[config.mk]
export PLATFORM = sky130hd
export DESIGN_NAME = seg_scan_ctrl
export DESIGN_NICKNAME = d
export VERILOG_FILES = /design/src/rtl/seg_pkg.sv /design/src/rtl/seg_decode.sv /design/src/rtl/seg_scan_ctrl.sv
export SDC_FILE = /design/constraint.sdc
export NUM_CORES = 1
export LEC_CHECK = 0
export ABC_AREA = 1
export BUFFER_PORTS_ARGS = -buffer_cell sky130_fd_sc_hd__buf_2
export CORE_ASPECT_RATIO = 0.6
export CORE_MARGIN = 3
export CORE_UTILIZATION = 50
export CTS_CLUSTER_DIAMETER = 50
export DETAILED_ROUTE_END_ITERATION = 8
export PLACE_DENSITY = 0.74
export SYNTH_ARGS = -nofsm -noshare
export SYNTH_HDL_FRONTEND = slang
export SYNTH_HIERARCHICAL = 1
export SYNTH_SLANG_ARGS = --single-unit
[constraint.sdc]
create_clock -name clk -period 2.7 [get_ports clk]
set_clock_uncertainty 0.2 [all_clocks]
set_input_delay 0.405 -clock clk [delete_from_list [all_inputs] [get_ports clk]]
set_output_delay 0.405 -clock clk [all_outputs]
set_load 0.01 [all_outputs]
[src/rtl/seg_pkg.sv]
// Shared types and constants for the seven-segment scan controller:
// decode table, segment bit positions, FSM state and digit register layout.
package seg_pkg;

  // Segment bit positions on the seg output (active-high).
  localparam int SEG_DP = 0;
  localparam int SEG_A  = 1;
  localparam int SEG_B  = 2;
  localparam int SEG_C  = 3;
  localparam int SEG_D  = 4;
  localparam int SEG_E  = 5;
  localparam int SEG_F  = 6;
  localparam int SEG_G  = 7;

  // Hex digit -> {g,f,e,d,c,b,a}; lands on seg[7:1].
  localparam logic [6:0] SEG_TABLE [16] = '{
    7'h3F, 7'h06, 7'h5B, 7'h4F, 7'h66, 7'h6D, 7'h7D, 7'h07,
    7'h7F, 7'h6F, 7'h77, 7'h7C, 7'h39, 7'h5E, 7'h79, 7'h71
  };

  typedef enum logic [1:0] {
    ST_RESET = 2'd0,
    ST_DRIVE = 2'd1,
    ST_BLANK = 2'd2
  } state_t;

  typedef struct packed {
    logic       dp;
    logic [3:0] hex;
  } digit_t;

endpackage

[src/rtl/seg_decode.sv]
// Combinational hex to seven-segment decoder driven by the shared table.
module seg_decode
  import seg_pkg::*;
(
  input  logic [3:0] hex,
  output logic [6:0] segs
);

  assign segs = SEG_TABLE[hex];

endmodule

[src/rtl/seg_scan_ctrl.sv]
// Multiplexed common-anode seven-segment scan controller with a blanking cycle
// between digits. Optional per-digit blinking is built when SEG_BLINK_EN is defined.
module seg_scan_ctrl
  import seg_pkg::*;
#(
  parameter int CLK_DIV    = 10000,
  parameter int NUM_DIGITS = 8
`ifdef SEG_BLINK_EN
  , parameter int BLINK_DIV = 64
`endif
) (
  input  logic                  clk,
  input  logic                  rst,
  input  logic                  wr_valid,
  output logic                  wr_ready,
  input  logic [2:0]            wr_addr,
  input  logic [4:0]            wr_data,
  input  logic [NUM_DIGITS-1:0] en_mask,
`ifdef SEG_BLINK_EN
  input  logic [NUM_DIGITS-1:0] blink_mask,
`endif
  output logic [7:0]            seg,
  output logic [7:0]            ds,
  output state_t                state_dbg
);

  // Write port: a transfer happens on any edge where wr_valid && wr_ready;
  // wr_ready is high in every state except RESET and does not depend on wr_valid.

  localparam int DW = (CLK_DIV > 1) ? $clog2(CLK_DIV) : 1;

  state_t        state;
  logic          rst_done;
  logic [DW-1:0] div_cnt;
  logic [2:0]    idx;
  digit_t        regs [8];

  logic [7:0]    en_full;
  logic          tick;
  logic          wr_fire;
  logic          wr_hit;
  logic [2:0]    idx_wrap;
  digit_t        cur;
  logic [6:0]    dec_segs;
  logic          blink_off;
  logic          lit;

  assign en_full   = 8'(en_mask);
  assign tick      = (div_cnt == DW'(CLK_DIV - 1));
  assign wr_ready  = (state != ST_RESET);
  assign wr_fire   = wr_valid & wr_ready;
  assign wr_hit    = wr_fire && ({29'd0, wr_addr} < 32'(NUM_DIGITS));
  assign idx_wrap  = (idx == 3'(NUM_DIGITS - 1)) ? 3'd0 : idx + 3'd1;
  assign cur       = regs[idx];
  assign lit       = en_full[idx] & ~blink_off;
  assign state_dbg = state;

  seg_decode u_decode (
    .hex  (cur.hex),
    .segs (dec_segs)
  );

`ifdef SEG_BLINK_EN
  logic [7:0]  blink_full;
  logic        blink_phase;
  logic [15:0] frame_cnt;

  assign blink_full = 8'(blink_mask);
  assign blink_off  = blink_phase & blink_full[idx];

  // A frame ends on the tick of the last digit's slot.
  always_ff @(posedge clk) begin
    if (rst) begin
      frame_cnt   <= '0;
      blink_phase <= 1'b0;
    end else if (state == ST_DRIVE && tick && idx == 3'(NUM_DIGITS - 1)) begin
      if (frame_cnt == 16'(BLINK_DIV - 1)) begin
        frame_cnt   <= '0;
        blink_phase <= ~blink_phase;
      end else begin
        frame_cnt <= frame_cnt + 16'd1;
      end
    end
  end
`else
  assign blink_off = 1'b0;
`endif

  always_ff @(posedge clk) begin
    if (rst) begin
      state    <= ST_RESET;
      rst_done <= 1'b0;
      div_cnt  <= '0;
      idx      <= 3'd0;
      ds       <= 8'hFF;
      seg      <= 8'h00;
      for (int i = 0; i < 8; i++) regs[i] <= '0;
    end else begin
      if (wr_hit) regs[wr_addr] <= digit_t'(wr_data);

      case (state)
        // Held for one extra cycle after rst falls before the first slot.
        ST_RESET: begin
          rst_done <= 1'b1;
          if (rst_done) begin
            state <= ST_DRIVE;
            ds    <= lit ? ~(8'd1 << idx) : 8'hFF;
            seg   <= lit ? {dec_segs, cur.dp} : 8'h00;
          end
        end
        // Prescaler restarts at every slot so DRIVE lasts exactly CLK_DIV cycles.
        ST_DRIVE: begin
          if (tick) begin
            state   <= ST_BLANK;
            div_cnt <= '0;
            idx     <= idx_wrap;
            ds      <= 8'hFF;
            seg     <= 8'h00;
          end else begin
            div_cnt <= div_cnt + DW'(1);
          end
        end
        // Outputs are latched here and held for the whole slot.
        ST_BLANK: begin
          state <= ST_DRIVE;
          ds    <= lit ? ~(8'd1 << idx) : 8'hFF;
          seg   <= lit ? {dec_segs, cur.dp} : 8'h00;
        end
        default: state <= ST_RESET;
      endcase
    end
  end

endmodule

==> flow_summary.toml <==
[outcome]
status = "completed"

[setup_path]
crit_path_top_delay_cell = "dfxtp_1"
crit_family = "simple AND/OR/NAND/NOR gates"
crit_buf_inv = 3
cp-end-kind = "flop"
arrival_ns = 2.41
crit_path_max_fanout = 11
crit_required_ns = 2.74
worst-setup-path-type = "reg2reg"
crit_top_cell = "nand2_1"
start_kind = "flop"
cpPeakStageDelay_ns = 0.40
path_cells = "inv_1 > o21ai_0 > o22ai_1 > nand2_1 > nand2_1 > inv_1 > ha_1 > nand2_1 > o21ai_0 > nand2_1 > nand2_1 > nand3_1 > nand2_1 > inv_1 > nor2_1"

[grt]
met3_usage_pct = 8.634
grt_max_degree = 21
gr-usage-all-layers_pct = 21.97
overflow = 0
grt_pass1_vias = 3148
gr-usage-met1_pct = 31.10
busiest_layer = "met2"
use_met2_pct = 31.12
grt_pass1_wl_mm = 15.06
grt_antenna_before_repair = 0

[sta]
setup_tns_ns = 0
tightest_slew_ns = 0.3871
finalMaxSlewViolations = 0
rsz0062_at_grt = "no"
setup_viol = 0
max_freq_mhz = 421.3
hold_viol = 0
hold_slack_ns = 0.2186
fin_crit_ns = 2.374
fin_crit_sh_pct = 87.91
slew_headroom_pct = 74.16

[synth]
muxShareOfSynthArea_pct = 0
synth.most_common_cell = "nand2_1"
synth_edf_count = 40
yosys.area_share.simple_pct = 29.81
ys.flop_type = "edfxtp_1"
synth_area_sq_um = 3970
synth_seq_area_share_pct = 49.92
synth_top_family_by_area = "simple AND/OR/NAND/NOR gates"
ys_seq_elements = 79
synth_cell_types = 28
synth_area_leaders = "edfxtp_1 30%, dfxtp_1 20%, nand2_1 13%"
yosys.area.top_type = "edfxtp_1"
synth-compound-area-share_pct = 6.744
synth_top_area_share_pct = 30.26
synthCells = 511
async_flop_share_pct = 0
synth_xor_xnor_area_share_pct = 1.103
syn_avg_cell_area_sq_um = 7.769
synthTopCellsByCount = "138 x nand2_1, 95 x nor2_1, 60 x inv_1"
synthAdderAreaFrac_pct = 4.412
yosysWarningCount = 6
synthesis.nets = 544

[floorplan]
die_area_sq_um = 9080
ios = 38
initial_core_util_pct = 53.10
coreArea_sq_um = 7477
die_width_microns = 121.0
fp.dieH_microns = 75.02
rows = 24

[final_layout]
syn_to_final_growth_pct = 13.36
nets = 583
drive_gt1_share_pct = 12.61
num-fill-cells = 660
ff_latch_area_sq_um = 1982
multiInputGateArea_sq_um = 1670
antenna_cells = 0

[clock_tree]
clockBufferDepth = 2
htree_levels = 3
hold_buffers = 0
cts.sinks = 79
clock_latency_ns = 0.34
ctsResizeCount = 0
postCtsSetupRepairBufs = 0
cts_buffers = 9
clk_pin_slew_ns = 0.06
cts_tree = "done"
cts_root_buf = "clkbuf_16"

[pwr]
p_per_area_nw_per_um2 = 602.4
p_leak_nw = 2.098
peakVddDrop_mv = 0.3860

[drt]
ant_nets = 0
routed_wl_mm = 9.355
wl_per_cell_microns = 14.20
vias = 3390
drt-pass1-iter-count = 5
drtIter0Drc = 233
vias_per_cell = 5.144
drc = 0

[hold_path]
holdCritPathClass = "in2reg"

[placed_design]
gp_congestion = 0.9944
hpwlAfterDp_mm = 6.961
port_buffers = 37

[flow_run]
cap_violations = 0
## final timing paths
path	slack, ns	endpoint	cells past startpoint	start
min reg2reg	0.26	ds[5]	2	ds[5]
max	0.33	seg[4]	15	flop
min	0.22	div_cnt[5]	2	rst
max reg2reg	0.33	seg[4]	15	flop
## state kept, by name, summed over array words and instances (netlist names), named ones only
register and flops:
seg 8, regs 40, state_dbg 2, div_cnt 14, ds 8, idx 3
rst_done 1
## power breakdown
group	total (mW)	leakage, nW	internal (mW)	switching (mW)
sequential	1.35	0.731	1.32	0.0318
clock	1.09	0.131	0.645	0.446
combinational	0.273	1.24	0.0903	0.183
## cell families (layout without fill, tap and decap cells)
kind of cell | count (synthesis) | in the layout
fa+ha+maj | 14 | 14
compound gates | 50 | 50
flops | 79 | 79
simple gates | 286 | 286
xor+xnor | 5 | 5
buf+inv | 77 | 121
## layout by cell type, fill, tap and decap left out
cell type  instances
nand3_4            1
nor2_2             2
o21ai_0           28
a31o_2             1
buf_2             37
nor2_4             1
nand3_1           35
ha_1              14
buf_4              3
clkbuf_8           1
inv_2              4
xor2_1             5
inv_4              1
nor3_1             4
edfxtp_1          40
o21bai_1           1
nand2_4            2
nor4_1             1
o22ai_1            9
clkbuf_1           4
clkinv_2           2
inv_1             60
dfxtp_1           39
nand4_1            1
nand2_2            6
nor2_1            95
clkbuf_16          9
nand2_1          138
a21oi_1           11
## layer usage
layer / part of all wire [%] / wire length, microns / vias up
met5: 0 / 0 / -
met3: 10 / 943 / 12
met2: 41 / 3846 / 132
li1: - / - / 1700
met1: 47 / 4419 / 1546
met4: 1.6 / 146 / 0
## final cells by class
type	count	share of cell area, %
Clock buffer	14	5.644
Clock inverter	2	0.2224
Inverter	65	5.477
Multi-Input combinational cell	355	37.11
Sequential cell	79	44.04
Tap cell	104	2.891
Timing Repair Buffer	40	4.615
## per-stage QoR
step                      worst slack, ns  cells  total power [mW]  instance area [sq um]  utilization [%]
after floorplan                    0.5353    511             1.552                   3970                -
after global placement             0.5241    643             1.637                   4237            56.66
after detailed placement           0.4154    643             1.643                   4237            56.66
after CTS                          0.3476    659             2.724                   4501            60.19
after global routing              0.08591    659             2.823                   4501            60.19
final                              0.3265    659             2.711                   4501            60.19
(Power assumes the default switching activity.)
